<file path="src/rtl/serial_adder.sv">
// Bit-serial WIDTH-bit adder: one full-adder cell plus a registered carry, LSB first.
// Define OVERFLOW_DET_EN to add the registered signed-overflow output ovf.
module serial_adder #(
    parameter int unsigned WIDTH = 8
) (
    input  logic             clk,
    input  logic             rst_n,
    input  logic             in_valid,
    output logic             in_ready,
    input  logic [WIDTH-1:0] a,
    input  logic [WIDTH-1:0] b,
    input  logic             cin,
    output logic             out_valid,
    input  logic             out_ready,
    output logic [WIDTH-1:0] sum,
    output logic             cout
`ifdef OVERFLOW_DET_EN
    ,
    output logic             ovf
`endif
);

    localparam int unsigned CW = (WIDTH > 1) ? $clog2(WIDTH) : 1;
    localparam logic [CW-1:0] CountLast = CW'(WIDTH - 1);

    typedef enum logic [1:0] {
        StIdle,
        StShift,
        StDone
    } state_t;

    state_t           r_state;
    state_t           w_state_next;
    logic [WIDTH-1:0] r_a_sr;
    logic [WIDTH-1:0] r_b_sr;
    logic [WIDTH-1:0] r_sum;
    logic [WIDTH-1:0] w_sum_shift;
    logic [CW-1:0]    r_count;
    logic             r_carry;
    logic             r_cout;
    logic             w_load;
    logic             w_shift;
    logic             w_last;
    logic             w_s;
    logic             w_c;

    always_ff @(posedge clk or negedge rst_n) begin
        if (!rst_n) begin
            r_state <= StIdle;
        end else begin
            r_state <= w_state_next;
        end
    end

    always_comb begin
        w_state_next = r_state;
        in_ready     = 1'b0;
        out_valid    = 1'b0;
        w_load       = 1'b0;
        w_shift      = 1'b0;
        w_last       = 1'b0;
        case (r_state)
            StIdle: begin
                in_ready = 1'b1;
                if (in_valid) begin
                    w_load       = 1'b1;
                    w_state_next = StShift;
                end
            end
            StShift: begin
                w_shift = 1'b1;
                if (r_count == CountLast) begin
                    w_last       = 1'b1;
                    w_state_next = StDone;
                end
            end
            StDone: begin
                out_valid = 1'b1;
                if (out_ready) begin
                    w_state_next = StIdle;
                end
            end
            default: w_state_next = StIdle;
        endcase
    end

    // The single full-adder cell shared by every bit position.
    assign w_s = r_a_sr[0] ^ r_b_sr[0] ^ r_carry;
    assign w_c = (r_a_sr[0] & r_b_sr[0]) | (r_carry & (r_a_sr[0] ^ r_b_sr[0]));

    generate
        if (WIDTH == 1) begin : g_sum_w1
            assign w_sum_shift = w_s;
        end else begin : g_sum_wn
            assign w_sum_shift = {w_s, r_sum[WIDTH-1:1]};
        end
    endgenerate

    always_ff @(posedge clk or negedge rst_n) begin
        if (!rst_n) begin
            r_a_sr  <= '0;
            r_b_sr  <= '0;
            r_sum   <= '0;
            r_count <= '0;
            r_carry <= 1'b0;
            r_cout  <= 1'b0;
        end else if (w_load) begin
            r_a_sr  <= a;
            r_b_sr  <= b;
            r_carry <= cin;
            r_count <= '0;
        end else if (w_shift) begin
            r_a_sr  <= r_a_sr >> 1;
            r_b_sr  <= r_b_sr >> 1;
            r_sum   <= w_sum_shift;
            r_carry <= w_c;
            r_count <= r_count + CW'(1);
            if (w_last) begin
                r_cout <= w_c;
            end
        end
    end

    assign sum  = r_sum;
    assign cout = r_cout;

`ifdef OVERFLOW_DET_EN
    logic r_ovf;

    // On the last cycle r_carry is the carry into the MSB.
    always_ff @(posedge clk or negedge rst_n) begin
        if (!rst_n) begin
            r_ovf <= 1'b0;
        end else if (w_last) begin
            r_ovf <= r_carry ^ w_c;
        end
    end

    assign ovf = r_ovf;
`endif

endmodule
</file>
<file path="config.mk">
export PLATFORM = sky130hd
export DESIGN_NAME = serial_adder
export DESIGN_NICKNAME = d
export VERILOG_FILES = /design/src/rtl/serial_adder.sv
export SDC_FILE = /design/constraint.sdc
export NUM_CORES = 1
export LEC_CHECK = 0
export ABC_AREA = 1
export CAP_MARGIN = 30
export CELL_PAD_IN_SITES_DETAIL_PLACEMENT = 1
export CELL_PAD_IN_SITES_GLOBAL_PLACEMENT = 1
export CORE_MARGIN = 3
export CORE_UTILIZATION = 32
export CTS_CLUSTER_DIAMETER = 80
export DETAILED_ROUTE_END_ITERATION = 8
export PLACE_DENSITY_LB_ADDON = 0.1
export SETUP_SLACK_MARGIN = 0.15
export SYNTH_ARGS = -nofsm -noshare
export SYNTH_HDL_FRONTEND = slang
export SYNTH_SLANG_ARGS = --single-unit
export TNS_END_PERCENT = 10
</file>
<file path="constraint.sdc">
create_clock -name clk -period 1.3 [get_ports clk]
set_clock_uncertainty 0.1 [all_clocks]
set_input_delay 0.39 -clock clk [delete_from_list [all_inputs] [get_ports clk]]
set_output_delay 0.39 -clock clk [all_outputs]
set_load 0.005 [all_outputs]
</file>
==> flow_summary.ini, run 1 <==
[place]
dp_hpwl_mm = 2.43
dp.cells = 236
routabilityCongestion = 0.726
portBuffers = 31

[synth]
synth_seq_cells = 31
netlist_area_um2 = 1350
yosys_warnings = 0
synthTopCellsByArea = dfrtp_1 (57%), nand2_1 (16%), nand3_1 (12%)
synth_top_area_cell = dfrtp_1
seq_area_frac_synth = 0.575
postSynthAreaPerCell_um2 = 9.00
synth_fp_nets = 174
yosysUniqueCellTypes = 15
syn_inst = 150
synth_top_area_frac = 0.575

[drt]
wl_met3_um = 159
drc = 0
wl_mm = 3.71
drt_iter0_markers = 48
met2WireLength_mm = 1.88
postRouteAntennaNets = 0
via_per_inst = 4.87
first_pass_iters = 4
vias = 1227
avgRoutedWirePerCell_um = 14.7
wl_met1_mm = 1.64
maxUsedRoutingLayer = met4

[timing]
hold_violations = 0
worst_slew_pin_slew_ns = 0.215
slew_viol_final = 0
relSlewSlack = 0.856
fin_ws_ns = -0.261
period_needed_ns = 1.56
max_freq_mhz = 641
rsz0062_at_grt = yes
post-route-period-util = 1.20
setup_viol = 33

[floorplan]
die_width_um = 71.0
dieArea_um2 = 5030
fp-row-count = 22
initial_core_util = 0.350
coreArea_um2 = 3850
io_pins = 32
die_y_um = 71.0

[finish]
antenna_cells = 0
n_fill_cell = 453
instances_no_fill = 252
ff_latch_area_um2 = 778
multiInputGateArea_um2 = 567
nets = 227
drive_gt1_frac = 0.314
syn_to_final_growth_pct = 48.9
utilization = 0.522

[pwr]
p_per_area_nw_per_um2 = 2240
leakage_nw = 0.999
vdd_drop_max_uv = 1010

[worst_setup_path]
path_class = flop to output port
crit_fanout = 2
end_kind = output port
crit_arrival_ns = 1.07
worstPathRequired_ns = 0.81
start_kind = flop

[clock_network]
clk_pin_slew_ns = 0.07
clock_latency_ns = 0.28
hold_buffers = 0
cts_made_buffers = 5
h-tree-depth = 2
cts_root_buf = clkbuf_8
cts_max_path_buffers = 2
cts_tree = built
clock-sinks = 31

[grt]
grt_pass1_vias = 1306
grt_use_total = 0.165
grt_max_degree = 32
antenna_found_initial = 0
grt_pass1_wl_mm = 6.53
grt_overflow_total = 0

[outcome]
status = complete, but fails checks
violations = negative setup slack

[flow_run]
drv_cap = 0

[hold_path]
hp-class = primary input to async pin
==> stage by stage <==
step           instance area [µm²]  hold WS (ns)  setup TNS, ns  worst slack, ns  total power [mW]
5_1_grt                       2010         0.371          -6.33           -0.307              4.87
4_1_cts                       1990         0.371          -3.77           -0.263              4.41
3_3_place_gp                  1790         0.357          -5.76           -0.317              3.17
6_report                      2010         0.367          -3.94           -0.261              4.50
2_1_floorplan                 1360      -0.00559              0           0.0339              2.49
3_5_place_dp                  1790         0.366          -5.43           -0.354              3.26
==> critical path, cell delays in order (launching register included) <==
cell     delay [ns]
dfrtp_2        0.42
buf_6          0.13
nor2_4         0.11
buf_2          0.12
==> per-layer routing <==
layer,GRT usage,up-vias
li1,-,591
met1,0.208,607
met2,0.277,24
met3,0.0483,5
met4,0.0438,0
met5,0,-
==> area by class of cell <==
class	count	share of cell area
Sequential cell	31	0.387
Multi-Input combinational cell	106	0.282
Timing Repair Buffer	53	0.231
Clock buffer	6	0.0411
Tap cell	48	0.0299
Clock inverter	2	0.0174
Inverter	6	0.0112
==> cells by family (layout without fill, tap and decap cells) <==
kind of cell,count (synthesis),after routing,share of synthesized area
adders and majority gates,3,3,0.0334
DFF,31,31,0.575
AOI/OAI and AO/OA,10,10,0.0389
and+or+nand+nor,93,93,0.297
buffers and inverters,13,67,0.0565
==> layout by cell type (no fill, tap or decap), types with 3 or more instances in the layout <==
| master | instances |
|---|---|
| dfrtp_1 | 29 |
| nand3_1 | 28 |
| inv_2 | 3 |
| buf_6 | 5 |
| inv_1 | 3 |
| clkbuf_8 | 6 |
| buf_2 | 4 |
| o21ai_1 | 4 |
| clkdlybuf4s50_1 | 20 |
| nand2_2 | 7 |
| clkbuf_2 | 6 |
| buf_4 | 15 |
| nand3_2 | 5 |
| nand2_1 | 50 |
==> final timing paths <==
check	depth (start not counted)	startpoint	slack (ns)	end
min in group clk	2	r_a_sr[7]$_DFFE_PN0P_	0.38	r_a_sr[7]$_DFFE_PN0P_
hold / removal	2	rst_n	0.37	cout$_DFFE_PN0P_
setup reg to reg	7	r_state[0]$_DFFE_PN0P_	-0.15	r_a_sr[3]$_DFFE_PN0P_
setup / recovery	3	r_state[0]$_DFFE_PN0P_	-0.26	in_ready
hold reg to reg	2	r_a_sr[7]$_DFFE_PN0P_	0.38	r_a_sr[7]$_DFFE_PN0P_
max in group asynchronous	2	rst_n	0.55	r_state[0]$_DFFE_PN0P_
==> sequential cells by signal, indices dropped and copies added, names as in the netlist <==
signal and cells:
r_count 3, sum 8, r_carry 1, r_b_sr 8
cout 1, r_a_sr 8, r_state 2
==> cell usage after synthesis <==
| master | count |
|---|---|
| nand2_1 | 57 |
| nand3_1 | 33 |
| nor2_4 | 1 |
| buf_2 | 4 |
| o21ai_0 | 8 |
| o31ai_1 | 1 |
| nor2_1 | 1 |
| o21ai_1 | 1 |
| dfrtp_1 | 31 |
| inv_1 | 4 |
| inv_2 | 2 |
| ha_1 | 2 |
| nor2_2 | 1 |
| buf_6 | 3 |
| fa_1 | 1 |
==> what timing repair did <==
item	in CTS	in global routing
endpoints found under the setup margin	42	42
gates cloned	0	0
pin swaps	3	1
setup buffers	8	0
resized for setup	42	28
==> report_power, final <==
part           internal [mW]  switching (mW)  total, mW  leakage, nW
Clock                  0.620           0.363      0.983       0.0612
Combinational          0.916            1.01       1.92        0.542
Sequential              1.36           0.236       1.59        0.396
Total                   2.89            1.60       4.50        0.999
Power figures use the tool's default switching activity.
==> run 2, diff against run 1 <==
- CTS_CLUSTER_SIZE: unset -> 24
==> results of run 2 <==
Same layout as run 1: the final DEF is identical, and so are final timing and power.
==> run 3, diff against run 2 <==
- HOLD_SLACK_MARGIN: unset -> 0.05
- SKIP_LAST_GASP: unset -> 1
==> run 3 against run 2 <==
Compared with the run above:
- the flow still finishes with violations (negative setup slack)
- fmax grew 0.15%
- first-iteration DRC count fell by 2.1%
- die area unchanged
- clock power hardly changed
- critical path depth did not move
- core utilization rose by 1.0 points
- final cell count increased by 0.40%
- count of clock-buffer cells in the layout unchanged
- register-to-register slack got worse by 0.03 ns
- combinational power is essentially flat
- sequential cell count is the same
- global-route usage down 0.24 points
==> flow_summary.ini, run 3 (synthesis results as in run 1) <==
[floorplan]
die_y_um = 71.0
coreArea_um2 = 3850
die_width_um = 71.0
fp-row-count = 22
dieArea_um2 = 5030
io_pins = 32
initial_core_util = 0.350

[place]
place_ws_ns = -0.354
dp.cells = 236
dp_hpwl_mm = 2.43
portBuffers = 31
routabilityCongestion = 0.726

[finish]
mostFrequentLayoutCells = nand2_1 (51), nand3_1 (30), dfrtp_1 (29)
drive_gt1_frac = 0.254
instances_no_fill = 253
n_fill_cell = 440
utilization = 0.532
nets = 228
layout_commonest_cell = nand2_1
syn_to_final_growth_pct = 51.9
antenna_cells = 0

[worst_setup_path]
worstPathRequired_ns = 0.81
path_class = flop to output port
cp.buffers_inverters = 2
cp_num_cells = 3
worst_r2r_path_depth = 8
worst_path_largest_cell_delay_ns = 0.42
crit_fanout = 2
critPathTopFamily = flip-flops
start_kind = flop
crit_arrival_ns = 1.07
end_kind = output port
cp_slowest_cell = dfrtp_2
path_cells = buf_6 > nor2_4 > buf_2

[drt]
maxUsedRoutingLayer = met4
drc = 0
via_per_inst = 4.92
first_pass_iters = 4
drt_iter0_markers = 47
postRouteAntennaNets = 0
wl_mm = 3.76
met2WireLength_mm = 1.86
wl_met3_um = 168
vias = 1246
wl_met1_mm = 1.69
avgRoutedWirePerCell_um = 14.8

[timing]
setup_viol = 40
post-route-period-util = 1.20
rsz0062_at_grt = yes
hold_violations = 0
max_freq_mhz = 642
fin_ws_ns = -0.259
slew_viol_final = 0
worst_slew_pin_slew_ns = 0.219
relSlewSlack = 0.853
fin_setup_tns_ns = -5.02
period_needed_ns = 1.56

[hold_path]
hp-class = primary input to async pin

[grt]
grt_overflow_total = 0
grt_pass1_vias = 1304
grt_pass1_wl_mm = 6.51
grt_max_degree = 32
antenna_found_initial = 0
grt_use_total = 0.163

[clock_network]
clk_pin_slew_ns = 0.07
cts_max_path_buffers = 2
hold_buffers = 0
cts_tree = built
clock-sinks = 31
cts_made_buffers = 5
h-tree-depth = 2
clock_latency_ns = 0.28
cts_root_buf = clkbuf_8

[pwr]
p_per_area_nw_per_um2 = 2220
leakage_nw = 1.06
vdd_drop_max_uv = 983

[outcome]
violations = negative setup slack
status = complete, but fails checks

[flow_run]
drv_cap = 0
run 3: cell type report:
| cell class | instances | area, µm² | area share |
|---|---|---|---|
| well taps | 48 | 60.1 | 0.0293 |
| clock inverters | 2 | 35.0 | 0.0171 |
| flip-flops and latches | 31 | 778 | 0.379 |
| inverters | 6 | 25.0 | 0.0122 |
| multi-input cells | 106 | 572 | 0.279 |
| repair buffers | 54 | 498 | 0.243 |
| clock buffers | 6 | 82.6 | 0.0403 |
run 3: worst register-to-register path, stage by stage (launching register included):
cell and delay (ns):
dfrtp_2 0.39, buf_6 0.12, buf_6 0.10, buf_6 0.09
inv_4 0.03, nor2_4 0.19, buf_4 0.23, nand2_1 0.07
nand3_1 0.09
run 3: path summary, 6_finish.rpt:
path	from	slack, ns	endpoint
max	r_state[1]$_DFFE_PN0P_	-0.26	in_ready
min	rst_n	0.37	r_a_sr[0]$_DFFE_PN0P_
max reg2reg	r_state[0]$_DFFE_PN0P_	-0.18	r_carry$_DFFE_PN0P_
min reg2reg	r_a_sr[7]$_DFFE_PN0P_	0.38	r_a_sr[7]$_DFFE_PN0P_
max in group asynchronous	rst_n	0.54	r_state[0]$_DFFE_PN0P_
min in group clk	r_a_sr[7]$_DFFE_PN0P_	0.38	r_a_sr[7]$_DFFE_PN0P_
run 3: routing by layer:
metal	up-vias	track usage
li1	591	-
met1	625	0.206
met2	25	0.272
met3	5	0.0483
met4	0	0.0438
met5	-	0
run 3: power by group:
group | leakage [nW] | switching, mW | internal (mW)
Sequential | 0.396 | 0.259 | 1.36
Combinational | 0.601 | 1.02 | 0.932
Clock | 0.0612 | 0.365 | 0.620
Total | 1.06 | 1.64 | 2.91
run 3: metrics by stage:
stage	hold WS [ns]	power [mW]	area (µm²)
final	0.365	4.55	2050
after global routing	0.373	4.89	2050
after CTS	0.371	4.31	1950
after detailed placement	0.366	3.26	1790
after global placement	0.357	3.17	1790
after floorplan	-0.00559	2.49	1360
run 3: what timing repair did:
action,CTS,global route
endpoints found under the setup margin,42,42
pin swaps,1,3
buffers inserted,8,0
gates cloned,0,1
resized for setup,24,25
